===== config.mk =====
export PLATFORM = sky130hd
export DESIGN_NAME = excess_n_encoder_fifo
export DESIGN_NICKNAME = d
export VERILOG_FILES = /design/src/rtl/excess_enc_pkg.sv /design/src/rtl/onehot_index_enc.sv /design/src/rtl/excess_n_encoder_fifo.sv
export SDC_FILE = /design/constraint.sdc
export NUM_CORES = 1
export LEC_CHECK = 0
export CORE_AREA = 2 2 84 86
export CTS_CLUSTER_SIZE = 16
export DETAILED_ROUTE_END_ITERATION = 10
export DIE_AREA = 0 0 86 88
export GPL_ROUTABILITY_DRIVEN = 0
export PLACE_DENSITY = 0.44
export SETUP_SLACK_MARGIN = 0.15
export SYNTH_ARGS = -nofsm -noshare
export SYNTH_HDL_FRONTEND = slang
export SYNTH_SLANG_ARGS = --single-unit

===== constraint.sdc =====
create_clock -name clk -period 7 [get_ports clk]
set_clock_uncertainty 0.05 [all_clocks]
set_input_delay 0.7 -clock clk [delete_from_list [all_inputs] [get_ports clk]]
set_output_delay 0.7 -clock clk [all_outputs]
set_load 0.01 [all_outputs]

===== src/rtl/excess_enc_pkg.sv =====
// Shared constants and helpers for the one-hot keypad encoder FIFO.
package excess_enc_pkg;

  localparam logic CODE_BIN  = 1'b0;
  localparam logic CODE_EXN  = 1'b1;
  localparam int   ERR_CNT_W = 8;

  function automatic int occ_width(input int depth);
    return $clog2(depth) + 1;
  endfunction

endpackage


===== src/rtl/onehot_index_enc.sv =====
// One-hot key vector to index encoder with validity flags.
// Macro ENC_PRIORITY_EN: index resolves to the lowest set bit of a multi-hot vector.
module onehot_index_enc
  import excess_enc_pkg::*;
#(
  parameter int IN_W  = 10,
  parameter int IDX_W = 4
) (
  input  logic [IN_W-1:0]  vec,
  output logic [IDX_W-1:0] index,
  output logic             is_onehot,
  output logic             is_zero
);

  always_comb begin
    index = '0;
`ifdef ENC_PRIORITY_EN
    for (int i = IN_W - 1; i >= 0; i--) begin
      if (vec[i]) index = IDX_W'(i);
    end
`else
    // OR of set-bit positions; exact for a true one-hot vector.
    for (int i = 0; i < IN_W; i++) begin
      if (vec[i]) index = index | IDX_W'(i);
    end
`endif
  end

  assign is_zero   = (vec == '0);
  assign is_onehot = !is_zero && ((vec & (vec - IN_W'(1))) == '0);

endmodule


===== src/rtl/excess_n_encoder_fifo.sv =====
// Registered one-hot to binary/excess-N encoder feeding a small FIFO, with error count.
// Macro ENC_PRIORITY_EN: multi-hot vectors encode their lowest set bit instead of erroring.
module excess_n_encoder_fifo
  import excess_enc_pkg::*;
#(
  parameter int IN_W   = 10,
  parameter int OFFSET = 3,
  parameter int OUT_W  = 4,
  parameter int DEPTH  = 4
) (
  input  logic                          clk,
  input  logic                          rst_n,
  input  logic [IN_W-1:0]               in_data,
  input  logic                          in_valid,
  output logic                          in_ready,
  input  logic                          code_sel,
  output logic [OUT_W-1:0]              out_data,
  output logic                          out_valid,
  input  logic                          out_ready,
  output logic                          err,
  output logic [ERR_CNT_W-1:0]          err_cnt,
  output logic [occ_width(DEPTH)-1:0]   count
);

  localparam int IDX_W = $clog2(IN_W);
  localparam int PTR_W = $clog2(DEPTH);
  localparam int CNT_W = occ_width(DEPTH);

`ifdef ENC_PRIORITY_EN
  localparam logic PRIO_EN = 1'b1;
`else
  localparam logic PRIO_EN = 1'b0;
`endif

  logic [IDX_W-1:0] index;
  logic             is_onehot;
  logic             is_zero;
  logic             vec_ok;
  logic             accept;
  logic             push;
  logic             pop;
  logic [OUT_W-1:0] code;

  logic [OUT_W-1:0] mem [DEPTH];
  logic [PTR_W-1:0] wr_ptr;
  logic [PTR_W-1:0] rd_ptr;

  onehot_index_enc #(
    .IN_W  (IN_W),
    .IDX_W (IDX_W)
  ) u_enc (
    .vec       (in_data),
    .index     (index),
    .is_onehot (is_onehot),
    .is_zero   (is_zero)
  );

  assign vec_ok    = is_onehot | (PRIO_EN & ~is_zero);
  assign in_ready  = (count != CNT_W'(DEPTH));
  assign out_valid = (count != '0);
  assign out_data  = mem[rd_ptr];
  assign accept    = in_valid && in_ready;
  assign push      = accept && vec_ok;
  assign pop       = out_valid && out_ready;

  // Sum wraps at OUT_W bits when OFFSET pushes past the code range.
  assign code = OUT_W'(index) + ((code_sel == CODE_EXN) ? OUT_W'(OFFSET) : '0);

  always_ff @(posedge clk) begin
    if (!rst_n) begin
      for (int i = 0; i < DEPTH; i++) mem[i] <= '0;
      wr_ptr  <= '0;
      rd_ptr  <= '0;
      count   <= '0;
      err     <= 1'b0;
      err_cnt <= '0;
    end else begin
      if (push) begin
        mem[wr_ptr] <= code;
        wr_ptr      <= wr_ptr + PTR_W'(1);
      end
      if (pop) rd_ptr <= rd_ptr + PTR_W'(1);
      case ({push, pop})
        2'b10:   count <= count + CNT_W'(1);
        2'b01:   count <= count - CNT_W'(1);
        default: count <= count;
      endcase
      err <= accept && !vec_ok;
      if (accept && !vec_ok && (err_cnt != '1)) err_cnt <= err_cnt + ERR_CNT_W'(1);
    end
  end

endmodule


# == Word-level counts from Yosys, hierarchy flattened ==
# Memories as Yosys holds them, arrays and structs flattened. A register that Yosys moved wholly into a read port is not among the register bits.
# Cells that the tools add are included.
# word_totals
output_inout_bits,18
reg_bits,16
ramBits,16
in_bits,15
elab_cells,51
memories,1
# op_classes
n_reduce_logical,13
muxes,20
n_eq_ne,4
bitwise_logic,1
n_addsub,7
# mem_list
name,words,word_bits,rd,rd_clocked_by_memory_dff,wr,line,source
mem,4,4,1,1,4,excess_n_encoder_fifo.sv:44,logic [OUT_W-1:0] mem [DEPTH];
# ops
op,n
$logic_not 10->1,2
$mux 2,6
$mux 3,4
$mux 4,3
$and 10x10->10,1
$sub 10x1->10 const B,1
$add 8x1->8 const B,1
$ne 8x8->1 const B,1
$logic_and 1x1->1,6
$mux 1,6
$pmux 3 s2,1
$add 2x1->2 const B,2
$add 4x2->4,1
$reduce_or 4->1,1
$add 3x1->3 const B,1
$ne 3x3->1 const B,1
$reduce_bool 3->1,1
$sub 3x1->3 const B,1
$eq 2x1->1 const B,1
$eq 2x2->1 const B,1
$logic_not 1->1,2
$reduce_bool 2->1,1

# == Depth between registers and ports, before layout ==
# Gate-level depths: netlist of run 1.
# logic_depth
ltp_word,11
depth_mapped,12
ltp_nobuf,11

# == Cells and area by module ==
# From an unflattened synthesis of run 1, not the netlist that was laid out.
# unflattened
hier_cells,162
area_unflattened_um2,1770.4
# modules_own_cells
module,instances,seq_area_each_um2,area_per_inst_um2,cells_each
excess_n_encoder_fifo,1,840.8,1625.3,145
onehot_index_enc,1,0.0,145.1,17

# == Worst setup path before layout of run 1 ==
# OpenSTA, ideal clock, no wires.
# synth_path
kind,input to register
start,in in_data[6]
end,reg count[2]
t_arrival_ns,3.172
setup_time_ns,0.076
path_buffers,1
t_required_ns,6.874
cell_stages,12
slack_ns,3.702
cell_sequence,nor4_2 > a21boi_1 > o31a_1 > and3_2 > inv_2 > buf_6 > ha_1 > inv_1 > fa_1 > xor2_1 > or3_1 > a21boi_0
# synth_via
elab_chain_cells,7
word_cells_on_any_way,11
cone_classes,add/sub: 1; eq/ne: 2; mux: 1; bitwise: 1; reduce/logical: 6
# synth_rtl
item,line,source
from (decl),excess_n_encoder_fifo.sv:13,"input logic [IN_W-1:0] in_data,"
$sub 10x1->10,onehot_index_enc.sv:30,assign is_onehot = !is_zero && ((vec & (vec - IN_W'(1))) == '0);
$and 10x10->10,onehot_index_enc.sv:30,
$logic_not 10->1,onehot_index_enc.sv:30,
$logic_and 1x1->1 *,onehot_index_enc.sv:30,
$logic_and 1x1->1 *,excess_n_encoder_fifo.sv:63,assign push = accept && vec_ok;
$eq 2x1->1 or $eq 2x2->1 (tied branches),excess_n_encoder_fifo.sv:83,"case ({push, pop})"
$pmux 3 s2 or $reduce_bool 2->1 (tied branches),n/a,
to (signal assigned),excess_n_encoder_fifo.sv:84,2'b10: count <= count + CNT_W'(1);
to (signal assigned),excess_n_encoder_fifo.sv:85,2'b01: count <= count - CNT_W'(1);
to (signal assigned),excess_n_encoder_fifo.sv:86,default: count <= count;
to (decl),excess_n_encoder_fifo.sv:22,output logic [occ_width(DEPTH)-1:0] count
# Mark *: on every way between the ends. The rest lies on a longest branch, timed or not.
# A chain may end at the register's enable or synchronous reset.

# == Worst setup path in the final report of run 1 ==
# Same ends and word-level chain as after synthesis.

==> results of run 1 <==
-- state kept, by name (all words and copies together), names as in the netlist, named ones only --
signal,count
count,3
rd_ptr,2
err_cnt,8
wr_ptr,2
err,1
mem,16
-- power breakdown --
group / leakage (nW) / total (mW) / internal, mW / switching (mW)
clock: 0.0438 / 0.136 / 0.0667 / 0.0694
sequential: 0.314 / 0.215 / 0.212 / 0.00253
combinational: 0.423 / 0.0395 / 0.0206 / 0.0188
-- final cells by class --
class                           instances  area, µm²  area share, %
Inverter                               10      37.54          1.652
Sequential cell                        34      840.8          37.00
Clock buffer                            5      68.82          3.029
Multi-Input combinational cell        118      894.6          39.37
Timing Repair Buffer                   32      320.3          14.10
Clock inverter                          2      10.01         0.4405
Tap cell                               80      100.1          4.405
-- worst paths after layout --
kind	startpoint	to
max	in_data[6]	count[2]
min	err_cnt[6]	err_cnt[6]
max reg2reg	count[2]	count[2]
min reg2reg	err_cnt[6]	err_cnt[6]
-- metal layers --
metal	part of all wire [%]	GRT usage [%]	wire length, µm
met5	0	0	0
met4	1.8	3.896	66
met3	3.2	2.828	118
met2	47	16.49	1718
met1	48	13.30	1780
-- kinds of logic after synthesis --
kind of cell	Yosys count
flops	34
fa+ha+maj	8
xor+xnor	9
compound gates	27
mux	6
buf+inv	16
simple gates	68
-- worst max-delay path, cell delays in order --
cell and delay [ns]:
clkdlybuf4s50_1 0.49, nor4_2 0.50, a21boi_1 0.20, o31a_1 0.30, and3_2 0.24, inv_2 0.19, ha_1 0.22, inv_1 0.06
fa_1 0.37, xor2_1 0.15, or3_1 0.29, a21boi_0 0.18
-- layout by cell type, fill, tap and decap left out, types with 2 or more instances in the layout --
cell	netlist	final
a21boi_0	2	2
a21boi_1	4	4
and2_1	10	10
and4b_1	2	2
clkbuf_8	0	5
clkdlybuf4s50_1	0	32
clkinv_2	0	2
dfxtp_1	18	18
edfxtp_1	16	16
fa_1	2	2
ha_1	4	4
inv_1	9	9
mux2i_1	2	2
mux4_2	4	4
nand2_1	9	9
nand2b_1	4	4
nand3_1	6	6
nor2_1	12	12
nor3_1	8	8
nor4_1	4	4
o21a_1	3	3
o21ai_0	6	6
o31a_1	3	3
o31ai_1	3	3
or3_1	4	4
or4_1	3	3
xnor2_1	6	6
xor2_1	3	3
-- through the flow --
| step | total power [mW] | instances | instance area (µm²) | hold WS [ns] | utilization [%] |
|---|---|---|---|---|---|
| after global placement | 0.2581 | 274 | 2193 | 0.4313 | 33.01 |
| after detailed placement | 0.2593 | 274 | 2193 | 0.4406 | 33.01 |
| after floorplan | 0.2392 | 168 | 1812 | 0.4488 | - |
| final | 0.3901 | 281 | 2272 | 0.4478 | 34.20 |
| after global routing | 0.4110 | 281 | 2272 | 0.4788 | 34.20 |
| after CTS | 0.3978 | 281 | 2272 | 0.4502 | 34.20 |
==> flow_summary.json, run 1 <==
{
  "rsz0062_at_grt": "false",
  "worst-r2r-cell-count": 10,
  "initial_utilization_pct": 27.27,
  "synthMuxAreaShare_pct": 6.077,
  "cts_num_sinks": 34,
  "finalNetCount": 222,
  "gr-total-overflow": 0,
  "grt_pass1_vias": 1268,
  "cts_max_path_buffers": 2,
  "coreArea_um2": 6644,
  "grt_max_degree": 27,
  "cp.required_ns": 7.16,
  "synth.top_cell.area_share_pct": 26.52,
  "rrSetupSlack_ns": 4.13,
  "min_delay_path_depth": 2,
  "avgSynthCellArea_um2": 10.78,
  "via_per_inst": 4.715,
  "fin_crit_ns": 3.741,
  "track_usage_pct": 10.30,
  "drc": 0,
  "die_h_um": 88,
  "synth_seq_cells": 34,
  "synthTopCellsByArea": "edfxtp_1 (27%), dfxtp_1 (20%), mux4_2 (5.0%)",
  "hold_class": "flop to flop",
  "synth_top_family_by_area": "simple AND/OR/NAND/NOR gates",
  "finalHoldViolations": 0,
  "arrival_ns": 3.90,
  "synth-xor-area-share_pct": 4.351,
  "clkTransAtPathRegs_ns": 0.07,
  "antenna_cells": 0,
  "pin_count": 33,
  "place_ws_ns": 2.944,
  "antenna_found_initial": 0,
  "yosysWarnings": 0,
  "syn_nets": 189,
  "timing.final.crit_share_pct": 53.44,
  "drive_gt1_share_pct": 9.950,
  "htreeDepth": 2,
  "end_kind": "flop",
  "seq_area_frac_synth_pct": 46.41,
  "insertion_delay_ns": 0.28,
  "num_rows": 30,
  "wl_per_cell_um": 13.11,
  "synth_compound_area_share_pct": 11.74,
  "grt_pass1_wl_um": 6072,
  "hold_buffers": 0,
  "worstSetupPathType": "primary input to flop",
  "cts_buffers": 5,
  "cts_setup_buffers": 0,
  "ir_drop_mv": 0.04880,
  "p_leak_nw": 0.7809,
  "netlist_instances": 168,
  "yosysUniqueCellTypes": 43,
  "fin_setup_tns_ns": 0,
  "dp_hpwl_um": 2908,
  "synth_commonest_cells": "dfxtp_1 (18), edfxtp_1 (16), nor2_1 (12), and2_1 (10)",
  "dr.pass1.iters": 4,
  "synth_edf_count": 16,
  "cts-root-buf": "clkbuf_8",
  "ys.flop_type": "dfxtp_1",
  "relSlewSlack_pct": 45.67,
  "synth-simple-area-share_pct": 21.06,
  "timing.fmax_mhz": 267.3,
  "detail-route-antenna-nets": 0,
  "cap_violations": 0,
  "io_buffers": 32,
  "startpoint_type": "primary input",
  "status": "finished clean",
  "tritoncts": "built",
  "setup_ws_ns": 3.259,
  "drt_iter0_drc": 73,
  "ctsResizeCount": 0,
  "vias": 1325,
  "path_max_fanout": 14,
  "yosysTopAreaCell": "edfxtp_1",
  "yosys.area_share.adder_pct": 6.146,
  "syn2layout_area_growth_pct": 25.41,
  "yosysMostFrequentCell": "dfxtp_1",
  "dieWidth_um": 86,
  "netlist_area_um2": 1812,
  "wl_um": 3684,
  "power_density_nw_per_um2": 171.7,
  "die-area_um2": 7568,
  "async_reset_ff_share_pct": 0,
  "maxSlewViolCount": 0,
  "setup_viol": 0,
  "worstMarginPinSlew_ns": 0.8124,
  "nFillCells": 675
}
(Power assumes the default switching activity.)
==> run 2: changes to the inputs <==
--- a/config.mk
+++ b/config.mk
@@ -10,7 +10,7 @@
 export DETAILED_ROUTE_END_ITERATION = 10
 export DIE_AREA = 0 0 86 88
 export GPL_ROUTABILITY_DRIVEN = 0
-export PLACE_DENSITY = 0.44
+export PLACE_DENSITY = 0.46
 export SETUP_SLACK_MARGIN = 0.15
 export SYNTH_ARGS = -nofsm -noshare
 export SYNTH_HDL_FRONTEND = slang
==> constraint.sdc (replaced) <==
create_clock -name clk -period 3.25 [get_ports clk]
set_clock_uncertainty 0.05 [all_clocks]
set_input_delay 0.325 -clock clk [delete_from_list [all_inputs] [get_ports clk]]
set_output_delay 0.325 -clock clk [all_outputs]
set_load 0.01 [all_outputs]
==> run 2 against run 1 <==
  * Routed wire length up 3.6%
  * Total power up 120%
  * Sequential cell count unchanged
  * First-iteration DRC count decreased by 36%
  * Non-clock buffer count grew 14
  * Count of clock-buffer cells in the layout unchanged
  * Clock power increased by 130%
  * Sequential power grew 110%
  * Register-to-register slack worse by 3.6 ns
  * Sequential share of layout area down 1.8 points
  * Via count rose by 4.7%
==> flow_summary.json, run 2 (same netlist as run 1, synthesis figures left out) <==
{
  "status": "finished clean",
  "dieWidth_um": 86,
  "detail-route-antenna-nets": 0,
  "finalHoldViolations": 0,
  "num_rows": 30,
  "top_register": "mem",
  "htreeDepth": 2,
  "die_h_um": 88,
  "clkTransAtPathRegs_ns": 0.07,
  "drt_iter0_drc": 47,
  "ir_drop_mv": 0.1511,
  "path_max_fanout": 4,
  "dp_hpwl_um": 2904,
  "tritoncts": "built",
  "rr_startpoint": "count[2]",
  "layout_commonest_cell": "clkdlybuf4s50_1",
  "setup_viol": 0,
  "initial_utilization_pct": 27.27,
  "report.power.total_uw": 865.7,
  "die-area_um2": 7568,
  "cts-root-buf": "clkbuf_8",
  "cts_buffers": 5,
  "gr-total-overflow": 0,
  "multi_input_area_um2": 900.9,
  "startpoint_type": "primary input",
  "worstMarginPinSlew_ns": 0.4353,
  "cts_num_sinks": 34,
  "seq_area_um2": 840.8,
  "power_density_nw_per_um2": 362.3,
  "cp.required_ns": 3.41,
  "drc": 0,
  "hp-start": "err_cnt[7]",
  "worstSetupPathType": "primary input to flop",
  "met1_length_um": 1768,
  "maxSlewViolCount": 0,
  "wl_per_cell_um": 12.90,
  "setup_ws_ns": 0.2898,
  "antenna_cells": 0,
  "cts_max_path_buffers": 2,
  "startpoint": "in_data[1]",
  "route.met3.wl_um": 119,
  "drive_gt1_share_pct": 16.20,
  "finalNetCount": 236,
  "insertion_delay_ns": 0.29,
  "timing.final.crit_share_pct": 91.08,
  "grt_pass1_wl_um": 6327,
  "dr_wl_met2_um": 1862,
  "p_leak_nw": 0.8476,
  "place_ws_ns": -0.05962,
  "pin_count": 33,
  "hold_ws_ns": 0.4395,
  "top_layer": "met4",
  "nFillCells": 686,
  "rsz0062_at_grt": "false",
  "arrival_ns": 3.13,
  "fin_setup_tns_ns": 0,
  "final_cells": 296,
  "antenna_found_initial": 0,
  "timing.fmax_mhz": 337.8,
  "reg_top3": "mem: 16 flops, err_cnt: 8 flops, count: 3 flops",
  "layout_common_cells": "clkdlybuf4s50_1 (32), dfxtp_1 (18), edfxtp_1 (16), buf_4 (14), nor2_1 (12)",
  "grt_max_degree": 16,
  "vias": 1387,
  "track_usage_pct": 10.90,
  "coreArea_um2": 6644,
  "postLayoutCellArea_um2": 2390,
  "end_kind": "flop",
  "fin_crit_ns": 2.960,
  "hold_buffers": 0,
  "wl_um": 3818,
  "hold_class": "flop to flop",
  "dpl_cell_area_um2": 2298,
  "dpl.cell_count": 288,
  "largest_reg_flops": 16,
  "cap_violations": 0,
  "relSlewSlack_pct": 70.97,
  "finalCoreUtilization_pct": 35.97,
  "grt_pass1_vias": 1346,
  "io_buffers": 32,
  "syn2layout_area_growth_pct": 31.91,
  "dr.pass1.iters": 2,
  "via_per_inst": 4.686
}
## run 2: timing repair
item | CTS | global route
buffers inserted | 0 | 0
endpoints found under the setup margin | 0 | 1
resized for setup | 0 | 1
## run 2: path summary, 6_finish.rpt
kind              cells after the start         end  slack, ns
setup / recovery                     12    count[2]       0.29
hold / removal                        2  err_cnt[7]       0.44
setup reg to reg                     10    count[2]       0.56
hold reg to reg                       2  err_cnt[7]       0.44
## run 2: critical path, cell delays in order
cell,delay [ns]
clkdlybuf4s50_1,0.47
or4_4,0.57
maj3_2,0.33
o31ai_1,0.18
and3_2,0.23
inv_2,0.04
ha_1,0.21
inv_1,0.07
fa_1,0.18
xor2_1,0.07
or3_1,0.29
a21boi_0,0.16
## run 2: power by group
| part | switching, mW | internal, mW | leakage [nW] | total, mW |
|---|---|---|---|---|
| clock network | 0.161 | 0.147 | 0.0416 | 0.307 |
| registers | 0.00535 | 0.456 | 0.314 | 0.462 |
| logic | 0.0431 | 0.0538 | 0.492 | 0.0968 |
## run 2: layout make-up
cell class	instances	share of cell area, %
repair buffers	46	17.80
clock inverters	3	0.6806
clock buffers	5	2.880
multi-input cells	118	37.70
well taps	80	4.188
inverters	10	1.571
flip-flops and latches	34	35.18
## run 2: metal layers
| metal | global-route usage, % | up-vias |
|---|---|---|
| li1 | - | 708 |
| met1 | 13.74 | 652 |
| met2 | 17.55 | 19 |
| met3 | 2.733 | 8 |
| met4 | 5.195 | 0 |
| met5 | 0 | - |
==> run 3: changes to the inputs <==
--- a/config.mk
+++ b/config.mk
@@ -5,13 +5,14 @@
 export SDC_FILE = /design/constraint.sdc
 export NUM_CORES = 1
 export LEC_CHECK = 0
-export CORE_AREA = 2 2 84 86
+export CORE_AREA = 2 2 83 85
 export CTS_CLUSTER_SIZE = 16
 export DETAILED_ROUTE_END_ITERATION = 10
-export DIE_AREA = 0 0 86 88
+export DIE_AREA = 0 0 85 87
 export GPL_ROUTABILITY_DRIVEN = 0
 export PLACE_DENSITY = 0.46
 export SETUP_SLACK_MARGIN = 0.15
 export SYNTH_ARGS = -nofsm -noshare
 export SYNTH_HDL_FRONTEND = slang
+export SYNTH_HIERARCHICAL = 1
 export SYNTH_SLANG_ARGS = --single-unit
==> run 3 against run 2 <==
  * Highest routed layer unchanged
  * Cell count fell by 3.7%
  * Largest power group is now clock
  * Hold slack improved by 0.029 ns
  * Register-to-register slack improved by 0.28 ns
  * Setup slack improved by 0.040 ns
  * Design area fell by 1.0%
==> flow_summary.json, run 3 <==
{
  "status": "finished clean",
  "syn_nets": 182,
  "finalNetCount": 225,
  "path_max_fanout": 5,
  "cts_max_path_buffers": 2,
  "fin_crit_ns": 2.920,
  "yosysWarnings": 6,
  "die-area_um2": 7395,
  "syn2layout_area_growth_pct": 33.95,
  "layout_commonest_cell": "clkdlybuf4s50_1",
  "antenna_found_initial": 0,
  "finalHoldViolations": 0,
  "dp_hpwl_um": 2856,
  "drive_gt1_share_pct": 17.07,
  "cts-root-buf": "clkbuf_8",
  "setup_viol": 0,
  "tritoncts": "built",
  "p_leak_nw": 0.8261,
  "top_register": "mem",
  "power_density_nw_per_um2": 428.3,
  "detail-route-antenna-nets": 0,
  "netlist_area_um2": 1765,
  "maxSlewViolCount": 0,
  "track_usage_pct": 10.61,
  "num_rows": 30,
  "antenna_cells": 0,
  "timing.fmax_mhz": 342.4,
  "grt_max_degree": 14,
  "grt_pass1_wl_um": 6065,
  "cp.required_ns": 3.41,
  "relSlewSlack_pct": 68.42,
  "ir_drop_mv": 0.2259,
  "largest_reg_flops": 16,
  "rsz0062_at_grt": "false",
  "dieWidth_um": 85,
  "cts_num_sinks": 34,
  "ctsResizeCount": 0,
  "timing.final.crit_share_pct": 89.85,
  "reg_top3": "mem: 16 flops, err_cnt: 8 flops, count: 3 flops",
  "via_per_inst": 4.653,
  "layout_common_cells": "clkdlybuf4s50_1 (32), nor2_1 (25), dfxtp_1 (18), edfxtp_1 (16), buf_4 (9)",
  "vias": 1326,
  "grt_pass1_vias": 1270,
  "fin_setup_tns_ns": 0,
  "htreeDepth": 2,
  "insertion_delay_ns": 0.28,
  "multi_input_area_um2": 872.1,
  "startpoint_type": "primary input",
  "netlist_instances": 161,
  "clkTransAtPathRegs_ns": 0.07,
  "die_h_um": 87,
  "worstSetupPathType": "primary input to flop",
  "avgSynthCellArea_um2": 10.97,
  "worstMarginPinSlew_ns": 0.4732,
  "io_buffers": 32,
  "pin_count": 33,
  "arrival_ns": 3.08,
  "hold_ws_ns": 0.4681,
  "coreArea_um2": 6569,
  "hold_class": "flop to flop",
  "cap_violations": 0,
  "nFillCells": 643,
  "end_kind": "flop",
  "drc": 0,
  "initial_utilization_pct": 26.88,
  "drt_iter0_drc": 62,
  "wl_um": 3706,
  "gr-total-overflow": 0,
  "cts_buffers": 5,
  "hold_buffers": 0,
  "wl_per_cell_um": 13.00,
  "dr.pass1.iters": 4,
  "seq_area_um2": 840.8,
  "cts_setup_buffers": 0
}
-- run 3: layout make-up --
class	instances	share of cell area (%)
clock buffers	5	2.910
repair buffers	41	16.40
multi-input cells	115	36.88
well taps	80	4.233
clock inverters	3	2.910
inverters	7	1.111
flip-flops and latches	34	35.56
-- run 3: power by group --
group          internal (mW)  switching (mW)
Sequential             0.456         0.00550
Clock                  0.307           0.159
Combinational         0.0440          0.0408
Total                  0.807           0.205
-- run 3: worst paths after layout --
path	slack (ns)	start	end	cells after the start
max	0.33	in_data[1]	count[2]	11
min	0.47	err_cnt[1]	err_cnt[1]	2
max reg2reg	0.84	count[2]	count[2]	8
min reg2reg	0.47	err_cnt[1]	err_cnt[1]	2
-- run 3: per-stage QoR --
step | setup slack [ns] | instance area (µm²) | cells | total power, mW | utilization [%]
final | 0.3298 | 2365 | 285 | 1.013 | 36.00
after global routing | 0.1549 | 2365 | 285 | 1.050 | 36.00
after CTS | 0.3295 | 2365 | 285 | 1.027 | 36.00
after detailed placement | 0.03998 | 2227 | 277 | 0.5577 | 33.90
after global placement | 0.05505 | 2227 | 277 | 0.5581 | 33.90
after floorplan | 0.3724 | 1765 | 161 | 0.5096 | -
-- run 3: worst max-delay path, cell delays in order --
cell	delay (ns)
clkdlybuf4s50_1	0.47
or4_1	0.53
o32ai_1	0.24
nor4bb_1	0.34
nand3_1	0.18
ha_1	0.25
inv_1	0.07
fa_1	0.17
xor2_1	0.07
or3_1	0.30
a21oi_1	0.13
-- run 3: metal layers --
| layer | vias up | routed length [µm] | track usage, % |
|---|---|---|---|
| met5 | - | 0 | 0 |
| met4 | 0 | 87 | 6.061 |
| met3 | 6 | 136 | 2.464 |
| met2 | 29 | 1699 | 16.55 |
| met1 | 609 | 1783 | 13.51 |
| li1 | 682 | - | - |
